`src/rtl/serial_pkg.sv`:
```
// Shared constants for the bit-serial subtractor: FSM encodings and the
// default operand width used by the board build.
package serial_pkg;

  localparam logic [1:0] S_IDLE  = 2'd0;
  localparam logic [1:0] S_SHIFT = 2'd1;
  localparam logic [1:0] S_DONE  = 2'd2;

  localparam int DEFAULT_WIDTH = 4;

endpackage : serial_pkg

```
`src/rtl/full_subtractor.sv`:
```
// One-bit full subtractor cell: D = A - B - Bin, with borrow out.
module full_subtractor (
  input  logic A,
  input  logic B,
  input  logic Bin,
  output logic D,
  output logic Bout
);

  assign D    = A ^ B ^ Bin;
  assign Bout = (~A & B) | (~(A ^ B) & Bin);

endmodule : full_subtractor

```
`src/rtl/serial_subtractor.sv`:
```
// Bit-serial a - b, LSB first, one bit per clock through a single
// full-subtractor cell, with a start/ready/done handshake.
module serial_subtractor
  import serial_pkg::*;
#(
  parameter int WIDTH = DEFAULT_WIDTH
) (
  input  logic             clk,
  input  logic             rst_n,
  input  logic             start,
  input  logic [WIDTH-1:0] a,
  input  logic [WIDTH-1:0] b,
  output logic             ready,
  output logic             busy,
  output logic             done,
  output logic [WIDTH-1:0] diff,
  output logic             borrow
);

  localparam int CW = $clog2(WIDTH);
  localparam logic [CW-1:0] LAST = CW'(WIDTH - 1);

  logic [1:0]       state_q, state_d;
  logic [CW-1:0]    cnt_q, cnt_d;
  logic [WIDTH-1:0] ra_q, ra_d;
  logic [WIDTH-1:0] rb_q, rb_d;
  // The last difference bit goes straight into diff, so sd only ever
  // needs to hold the WIDTH-1 bits produced before it.
  logic [WIDTH-2:0] sd_q, sd_d;
  logic             br_q, br_d;
  logic [WIDTH-1:0] diff_q, diff_d;
  logic             borrow_q, borrow_d;

  logic             dBit;
  logic             brNext;
  logic [WIDTH-1:0] shifted;

  full_subtractor u_fullSub (
    .A    (ra_q[0]),
    .B    (rb_q[0]),
    .Bin  (br_q),
    .D    (dBit),
    .Bout (brNext)
  );

  assign shifted = {dBit, sd_q};

  always_comb begin
    state_d  = state_q;
    cnt_d    = cnt_q;
    ra_d     = ra_q;
    rb_d     = rb_q;
    sd_d     = sd_q;
    br_d     = br_q;
    diff_d   = diff_q;
    borrow_d = borrow_q;
    case (state_q)
      S_IDLE: begin
        if (start) begin
          ra_d    = a;
          rb_d    = b;
          cnt_d   = '0;
          br_d    = 1'b0;
          sd_d    = '0;
          state_d = S_SHIFT;
        end
      end
      S_SHIFT: begin
        sd_d  = shifted[WIDTH-1:1];
        ra_d  = ra_q >> 1;
        rb_d  = rb_q >> 1;
        br_d  = brNext;
        cnt_d = cnt_q + 1'b1;
        if (cnt_q == LAST) begin
          diff_d   = shifted;
          borrow_d = brNext;
          state_d  = S_DONE;
        end
      end
      S_DONE:  state_d = S_IDLE;
      default: state_d = S_IDLE;
    endcase
  end

  always_ff @(posedge clk) begin
    if (!rst_n) begin
      state_q  <= S_IDLE;
      cnt_q    <= '0;
      ra_q     <= '0;
      rb_q     <= '0;
      sd_q     <= '0;
      br_q     <= 1'b0;
      diff_q   <= '0;
      borrow_q <= 1'b0;
    end else begin
      state_q  <= state_d;
      cnt_q    <= cnt_d;
      ra_q     <= ra_d;
      rb_q     <= rb_d;
      sd_q     <= sd_d;
      br_q     <= br_d;
      diff_q   <= diff_d;
      borrow_q <= borrow_d;
    end
  end

  assign ready  = (state_q == S_IDLE);
  assign busy   = (state_q == S_SHIFT);
  assign done   = (state_q == S_DONE);
  assign diff   = diff_q;
  assign borrow = borrow_q;

endmodule : serial_subtractor

```
`config.mk`:
```
export PLATFORM = sky130hd
export DESIGN_NAME = serial_subtractor
export DESIGN_NICKNAME = d
export VERILOG_FILES = /design/src/rtl/serial_pkg.sv /design/src/rtl/full_subtractor.sv /design/src/rtl/serial_subtractor.sv
export SDC_FILE = /design/constraint.sdc
export NUM_CORES = 1
export LEC_CHECK = 0
export BUFFER_PORTS_ARGS = -buffer_cell sky130_fd_sc_hd__buf_2
export CAP_MARGIN = 20
export CORE_MARGIN = 4
export CORE_UTILIZATION = 55
export CTS_BUF_LIST = sky130_fd_sc_hd__clkbuf_4 sky130_fd_sc_hd__clkbuf_8 sky130_fd_sc_hd__clkbuf_16
export CTS_CLUSTER_DIAMETER = 100
export DETAILED_ROUTE_END_ITERATION = 16
export HOLD_SLACK_MARGIN = 0.15
export PLACE_DENSITY_LB_ADDON = 0.2
export SETUP_SLACK_MARGIN = 0.2
export SLEW_MARGIN = 20
export SYNTH_ARGS = -nofsm -noshare
export SYNTH_HDL_FRONTEND = slang
export SYNTH_SLANG_ARGS = --single-unit
```
`constraint.sdc`:
```
create_clock -name clk -period 3.2 [get_ports clk]
set_clock_uncertainty 0.1 [all_clocks]
set_input_delay 0 -clock clk [delete_from_list [all_inputs] [get_ports clk]]
set_output_delay 0 -clock clk [all_outputs]
set_load 0.02 [all_outputs]
```
Word-level counts from Yosys, hierarchy flattened
Cells that the tools add are included.
{ "word_totals": {"out_inout_bits": 8, "inputBits": 11, "regBits": 21, "wordCells": 39} }
{ "classes": {"mux": 13, "bitwise_logic": 7, "n_addsub": 1, "n_eq_ne": 5, "reduce_logical": 5} }
{ "op_table": {"columns": ["operator", "count"], "rows": [
  ["$pmux W4 S2", 2],
  ["$mux W4", 2],
  ["$pmux W2 S2", 2],
  ["$mux W2", 3],
  ["$pmux W3 S2", 1],
  ["$reduce_and A2 Y1", 3],
  ["$eq A2 B2 Y1 const B", 2],
  ["$mux W3", 1],
  ["$add A2 B1 Y2 const B", 1],
  ["$and A1 B1 Y1", 2],
  ["$eq A2 B1 Y1 const B", 1],
  ["$logic_not A2 Y1", 1],
  ["$ne A2 B1 Y1 const B", 1],
  ["$ne A2 B2 Y1 const B", 1],
  ["$not A1 Y1", 2],
  ["$pmux W1 S2", 1],
  ["$reduce_bool A2 Y1", 1],
  ["$xor A1 B1 Y1", 2],
  ["$mux W1", 1],
  ["$or A1 B1 Y1", 1]
]} }

Depth between registers and ports, before layout
Gate-level depths: netlist (run 1).
{ "logic_depth": {"word_depth": 5, "mapped_depth": 6, "depth_no_buf": 4} }

Modules after synthesis
A second synthesis (run 1) with hierarchy kept.
{ "unflattened": {"cells_unflattened": 102, "hier_area_um2": 960.9} }
{ "modules_own_cells": {"columns": ["mod", "area_each_um2", "instances", "cells_each", "seq_area_each_um2"], "rows": [
  ["serial_subtractor", 929.6, 1, 98, 420.4],
  ["full_subtractor", 31.3, 1, 4, 0.0]
]} }

Least setup slack after synthesis (run 1)
No wires, ideal clock.
{ "synth_timing": {"path_kind": "flip-flop to flip-flop", "start": "register rb_q[0]", "end": "register sd_q[2]", "path_buffers": 0, "stages_incl_launch_ff": 5, "t_required_ns": 2.972, "setup_slack_ns": 1.941, "arrival_ns": 1.031, "setup_time_ns": 0.128, "period_less_slack_ns": 1.259, "cell_sequence": "dfxtp_1 > inv_1 > fa_1 > a22oi_1 > nor2_1"} }
{ "synth_via": {"elab_chain_len": 3} }
{ "synth_lines": {"columns": ["element", "line_no", "source"], "rows": [
  ["from (decl)", "serial_subtractor.sv:26", "logic [WIDTH-1:0] rb_q, rb_d;"],
  ["from (signal assigned)", "serial_subtractor.sv:99", "rb_q <= rb_d;"],
  ["$xor A1 B1 Y1 (2 in series)", "full_subtractor.sv:10", "assign D = A ^ B ^ Bin;"],
  ["named net dBit", "serial_subtractor.sv:34", "logic dBit;"],
  ["$pmux W3 S2", "serial_subtractor.sv:57", "case (state_q)"],
  ["to (signal assigned)", "serial_subtractor.sv:91", "sd_q <= '0;"],
  ["to (signal assigned)", "serial_subtractor.sv:100", "sd_q <= sd_d;"],
  ["to (decl)", "serial_subtractor.sv:29", "logic [WIDTH-2:0] sd_q, sd_d;"]
]} }
The timed path passes the listed nets, and every way through them passes these cells.
A chain may end at the register's enable or synchronous reset.

Worst setup path after layout (run 1)
{ "layout_timing": {"start": "register state_q[0]", "end": "register rb_q[3]"} }
{ "layout_via": {"elab_chain_len": 3, "word_cells_on_any_way": 6, "cone_classes": "eq/ne (2); mux (1); reduce/logical (3)"} }
{ "layout_lines": {"columns": ["element", "line_no", "source"], "rows": [
  ["from (decl)", "serial_subtractor.sv:23", "logic [1:0] state_q, state_d;"],
  ["from (signal assigned)", "serial_subtractor.sv:96", "state_q <= state_d;"],
  ["$eq A2 B1 Y1 / $logic_not A2 Y1 (equally long branches)", "serial_subtractor.sv:57", null],
  ["$reduce_bool A2 Y1 (no line) / $ne A2 B2 Y1 (equally long branches)", null, null],
  ["$reduce_and A2 Y1 (no line)", null, null]
]} }
Several ways; a longest one is shown, not always the timed one.

==> results of run 1 <==
[layout make-up]
cell class	count	area [um2]
repair buffers	35	260
inverters	8	32.5
well taps	16	20.0
fillers	113	370
flip-flops and latches	21	420
multi-input cells	58	375
clock inverters	1	5.00
clock buffers	3	22.5
[metal layers]
layer / share of wire / global-route usage / vias up
met2: 0.50 / 0.351 / 15
met1: 0.44 / 0.226 / 361
met4: 0.014 / 0.0806 / 0
met5: 0 / 0 / -
li1: - / - / 401
met3: 0.044 / 0.0376 / 4
[metrics by stage]
stage                     utilization  power, mW  hold slack, ns
final                           0.754      0.483           0.352
after global routing            0.754      0.507           0.369
after CTS                       0.754      0.485           0.355
after detailed placement        0.623      0.342           0.174
after global placement          0.623      0.340           0.165
after floorplan                     -      0.330          0.0377
[placed cells by master (no fill, tap or decap), drive strengths merged]
master,synthesis,routed
a211oi,1,1
a21oi,11,11
a22oi,4,4
a2bb2oi,1,1
a311oi,1,1
a32oi,2,2
buf,5,18
clkbuf,1,3
clkinv,0,1
dfxtp,21,21
dlygate4sd3,0,17
fa,1,1
ha,1,1
inv,8,8
mux2i,1,1
nand2,4,4
nand2b,1,1
nand3,4,4
nand3b,1,1
nor2,11,11
o21ai,3,3
o21bai,1,1
o221ai,6,6
or3b,4,4
[report_power, final]
part | total (mW) | switching, mW | leakage (nW) | internal (mW)
Combinational | 0.0758 | 0.0364 | 0.270 | 0.0394
Sequential | 0.282 | 0.00888 | 0.172 | 0.273
Clock | 0.125 | 0.0787 | 0.0177 | 0.0466
Total | 0.483 | 0.124 | 0.459 | 0.359
[worst min-delay path by stage]
stage,from,to,slack [ns],depth (start not counted)
finish,rb_q[2],rb_q[2],0.35,2
global route,rb_q[2],rb_q[2],0.37,2
CTS,rb_q[2],rb_q[2],0.36,2
detailed placement,a[3],ra_q[3],0.17,3
global placement,a[3],ra_q[3],0.16,3
floorplan,rst_n,ra_q[0],0.04,2
[logic make-up after synthesis]
family | Yosys count | share of synthesized area
AO/OA/AOI/OAI | 30 | 0.238
adder cells (fa/ha/maj) | 2 | 0.0373
buffers and inverters | 14 | 0.0875
flip-flops | 21 | 0.482
multiplexers | 1 | 0.0115
AND/OR/NAND/NOR | 25 | 0.143
[Yosys cell counts, drive strengths merged]
cell type	number	area, um2
nand2	4	15.0
ha	1	12.5
nor2	11	41.3
a211oi	1	7.51
or3b	4	35.0
o221ai	6	52.6
dfxtp	21	420
mux2i	1	10.0
o21bai	1	7.51
a21oi	11	55.1
nand3b	1	7.51
inv	8	32.5
clkbuf	1	3.75
buf	5	40.0
a22oi	4	35.0
a311oi	1	8.76
o21ai	3	15.0
nand2b	1	6.26
nand3	4	20.0
a32oi	2	17.5
fa	1	20.0
a2bb2oi	1	8.76
[critical path, stage by stage (launching register included)]
cell and delay, ns:
dfxtp_1 0.39, o21bai_1 0.72, a32oi_1 0.12, dlygate4sd3_1 0.63, nor2_1 0.09, dlygate4sd3_1 0.55
[state kept, by name, indices dropped and copies added, names as in the netlist]
name,count
state_q,2
cnt_q,2
borrow,1
br_q,1
sd_q,3
rb_q,4
ra_q,4
diff,4
[what timing repair did]
action,CTS,global route
setup endpoints to repair,0,0
hold endpoints to repair,15,0
hold buffers,17,0
==> impl_results.md, run 1 <==
* Worst setup slack for register-to-register paths at 0.54 ns
* Initial DRT Pass Iterations at 4
* Clock root cell: clkbuf_4
* Number of clock buffers inserted by TritonCTS at 3
* Vias in the first global route at 723
* All-Layer GR Usage at 0.196
* Die Span X at 47.8 um
* Placement-stage cell area at 938 um2
* Input/output buffers at 18
* Power per unit of standard cell area at 425 nW/um2
* Total I/O pin count at 19
* Post-synthesis sequential area ratio at 0.482
* Number of distinct standard cells referenced by the synthesized netlist at 26
* Clk_lat worst skew at 0.30 ns
* Slew at the pin closest to its max-slew limit at 0.870 ns
* Static power due to leakage at 0.459 nW
* Post-Place Cells at 121
* PostCTS Resize Cnt at 0
* Number of DRC markers in iteration 0 at 9
* Fraction of layout cells with a size suffix above 1 at 0.190
* Sink Count at 21
* Number of setup violations in the final report at 0
* Area of the placeable core at 1510 um2
* Worst hold path type: flip-flop to flip-flop
* Destination of the worst register-to-register timing path: rb_q[3]
* Final hold violations at 0
* Warnings from Yosys at 0
* Count of state elements after synthesis at 21
* Number of antenna violations at the first check in global routing at 0
* CTS H-tree lvls at 1
* Crit path setup slack, layout at 0.543 ns
* Starting density of the core at 0.579
* Layout Cell Area excl Fill at 1140 um2
* Gate count after technology mapping at 93
* Worst slew margin at 0.418
* Final WL at 1910 um
* Overflow after GRT at 0
* Remaining design rule violation count at 0
* Overall die area at 2290 um2
* Post-CTS clock slew at the launch and capture registers of the worst setup and hold paths at 0.11 ns
* Source of the worst register-to-register timing path: state_q[0]
* Total via count in the routed design at 781
* Final-stage net count at 140
* CTS tree: yes
* Average cell area after synthesis at 9.38 um2
* Max-capacitance violation count at 0
* Final cycle utilization of the critical path at 0.830
* Unrepaired setup endpoints after global routing: no
* Antenna viol nets, final at 0
* Final Slew Violations at 0
* WL/cell at 13.4 um
* Worst r2r path cells at 5
* Critical path class: flip-flop to flip-flop
* Type of element capturing the critical path: flip-flop
* Count of buffers added by post-CTS timing repair for setup at 0
* Setup crit end: rb_q[3]
* Required time of the worst setup path at 3.35 ns
* Largest net degree at the start of global routing at 16
* Syn-to-layout area delta at 30.3%
* Die outline height at 47.8 um
* Result of the run: finished, final reports clean
* Per-cell via count in the routed design at 5.50
* Worst setup timing slack at the placement stage at 1.66 ns
* Signal arrival time at the worst endpoint at 2.81 ns
* Count of placed standard cells in the final layout, fillers left out at 142
* First-pass GRT wire length at 3050 um
* Type of origin of the critical path: flip-flop
* Top fanout value on the critical path at 12
* Startpoint of the most critical setup path: state_q[0]
* Worst vdd rail ir drop at 282 uV
* Placed wire-length estimate at 1110 um
* Clock period minus final worst setup slack at 2.66 ns
* Synthesized netlist net count at 106
* Antenna diodes at 0
* Site row count at 14
* Highest Clock Rate at 376 MHz
* Maximum buffer depth of the clock tree at 2
* Post-synth design cell area at 872 um2
* Final-layout setup total negative slack at 0 ns
* Final Wtd Congestion at 0.767
(Power assumes the default switching activity.)
==> inputs of run 2 (changes only) <==
--- a/config.mk
+++ b/config.mk
@@ -8,7 +8,7 @@
 export BUFFER_PORTS_ARGS = -buffer_cell sky130_fd_sc_hd__buf_2
 export CAP_MARGIN = 20
 export CORE_MARGIN = 4
-export CORE_UTILIZATION = 55
+export CORE_UTILIZATION = 51
 export CTS_BUF_LIST = sky130_fd_sc_hd__clkbuf_4 sky130_fd_sc_hd__clkbuf_8 sky130_fd_sc_hd__clkbuf_16
 export CTS_CLUSTER_DIAMETER = 100
 export DETAILED_ROUTE_END_ITERATION = 16
==> constraint.sdc (replaced) <==
create_clock -name clk -period 2.6 [get_ports clk]
set_clock_uncertainty 0.1 [all_clocks]
set_input_delay 0 -clock clk [delete_from_list [all_inputs] [get_ports clk]]
set_output_delay 0 -clock clk [all_outputs]
set_load 0.02 [all_outputs]
==> impl_results.md, run 2 (synthesis gave the netlist of run 1 again) <==
* Total I/O pin count at 19
* Area taken by multi-input logic gates at 375 um2
* Power per unit of standard cell area at 533 nW/um2
* Number of clock buffers inserted by TritonCTS at 3
* Total via count in the routed design at 798
* Fraction of layout cells with a size suffix above 1 at 0.194
* Per-cell via count in the routed design at 5.70
* Max-capacitance violation count at 0
* Overall die area at 2440 um2
* Most used cells in the layout excluding fill and tap cells: dfxtp_1 (21), buf_2 (18), dlygate4sd3_1 (15)
* Launch point of the worst hold path: start
* Int Pwr at 0.440 mW
* Clk_lat worst skew at 0.31 ns
* Die outline height at 49.4 um
* Post-CTS clock slew at the launch and capture registers of the worst setup and hold paths at 0.11 ns
* Power share of the clock group at 0.264
* Site row count at 14
* Area of the placeable core at 1560 um2
* Antenna diodes at 0
* Clock root cell: clkbuf_4
* Top fanout value on the critical path at 9
* Number of DRC markers in iteration 0 at 11
* Layout Cell Area excl Fill at 1120 um2
* Input/output buffers at 18
* Uppermost layer routed: met4
* Part of the power in combinational logic at 0.152
* Clock period minus final worst setup slack at 2.20 ns
* Static power due to leakage at 0.450 nW
* Result of the run: finished, final reports clean
* Worst slew margin at 0.435
* Antenna viol nets, final at 0
* Wire length on met2 at 938 um
* Highest Clock Rate at 454 MHz
* Count of buffers added by post-CTS timing repair for setup at 0
* Placement-stage cell area at 938 um2
* Overflow after GRT at 0
* Worst hold path type: primary input to flip-flop
* Sequential standard cell area at 420 um2
* Fraction of power spent switching nets at 0.260
* Post-layout power at 0.595 mW
* Number of buffers inserted for hold repair after clock tree synthesis at 15
* First-pass GRT wire length at 3430 um
* Worst vdd rail ir drop at 471 uV
* Power share of the sequential group at 0.584
* Final-stage net count at 138
* Final-layout setup total negative slack at 0 ns
* Maximum buffer depth of the clock tree at 2
* Final Wtd Congestion at 0.721
* Worst setup slack for register-to-register paths at 0.40 ns
* Final WL at 1960 um
* Number of fill cells at 126
* Detailed route wirelength on metal3 at 91 um
* Largest net degree at the start of global routing at 16
* Number of setup violations in the final report at 0
* Initial DRT Pass Iterations at 4
* Final cycle utilization of the critical path at 0.847
* All-Layer GR Usage at 0.179
* Remaining design rule violation count at 0
* Unrepaired setup endpoints after global routing: no
* Source of the worst register-to-register timing path: state_q[1]
* Final Slew Violations at 0
* Number of antenna violations at the first check in global routing at 0
* Required time of the worst setup path at 2.71 ns
* Starting density of the core at 0.559
* Die Span X at 49.4 um
* Sink Count at 21
* Critical path class: flip-flop to flip-flop
* CTS H-tree lvls at 1
* Slew at the pin closest to its max-slew limit at 0.845 ns
* Syn-to-layout area delta at 28.0%
* Placed wire-length estimate at 1190 um
* Vias in the first global route at 770
* WL/cell at 14.0 um
* Type of origin of the critical path: flip-flop
* PostCTS Resize Cnt at 0
* Switching power total at 0.155 mW
* Startpoint of the most critical setup path: state_q[1]
* Type of element capturing the critical path: flip-flop
* Signal arrival time at the worst endpoint at 2.31 ns
* M1 WL at 911 um
* Final hold violations at 0
* Most common cell after layout, fill and taps aside: dfxtp_1
* CTS tree: yes
==> run 2: cell types whose count changed in the layout (fill, tap and decap cells not counted), sizes merged <==
cell / delta
dlygate4sd3: -2
==> run 2: final timing paths <==
path / end / depth (start not counted)
setup reg to reg: ra_q[0] / 5
hold reg to reg: diff[1] / 2
setup / recovery: ra_q[0] / 5
hold / removal: rb_q[1] / 4
==> run 2: metrics by stage <==
step,setup WS [ns],util,instances,hold WS (ns)
5_1_grt,0.258,0.716,140,0.315
3_5_place_dp,1.07,0.602,121,0.177
4_1_cts,0.398,0.716,140,0.250
3_3_place_gp,1.15,0.602,121,0.162
6_report,0.399,0.716,140,0.263
2_1_floorplan,1.34,-,93,0.0377
==> run 2: cell type report <==
cell class,count,share of cell area
Tap cell,16,0.0179
Sequential cell,21,0.377
Clock inverter,1,0.00448
Inverter,8,0.0291
Timing Repair Buffer,33,0.215
Clock buffer,3,0.0202
Multi-Input combinational cell,58,0.336
==> run 2: critical path, stage by stage, from the launching register on <==
cell and delay [ns]:
dfxtp_1 0.39, or3b_1 0.38, dlygate4sd3_1 0.55, o21ai_0 0.06
dlygate4sd3_1 0.56, a21oi_1 0.06
==> run 2: layer usage <==
metal  global-route usage  vias up
met3               0.0336        2
met4               0.0806        0
met5                    0        -
li1                     -      396
met2                0.295       19
met1                0.223      381
==> run 2: power groups by stage <==
stage          registers, mW  clock network (mW)  logic, mW
2_1_floorplan          0.352                   0     0.0545
3_3_place_gp           0.353                   0     0.0651
3_5_place_dp           0.354                   0     0.0668
4_1_cts                0.347               0.159     0.0886
5_1_grt                0.349               0.177      0.101
6_report               0.347               0.157     0.0905
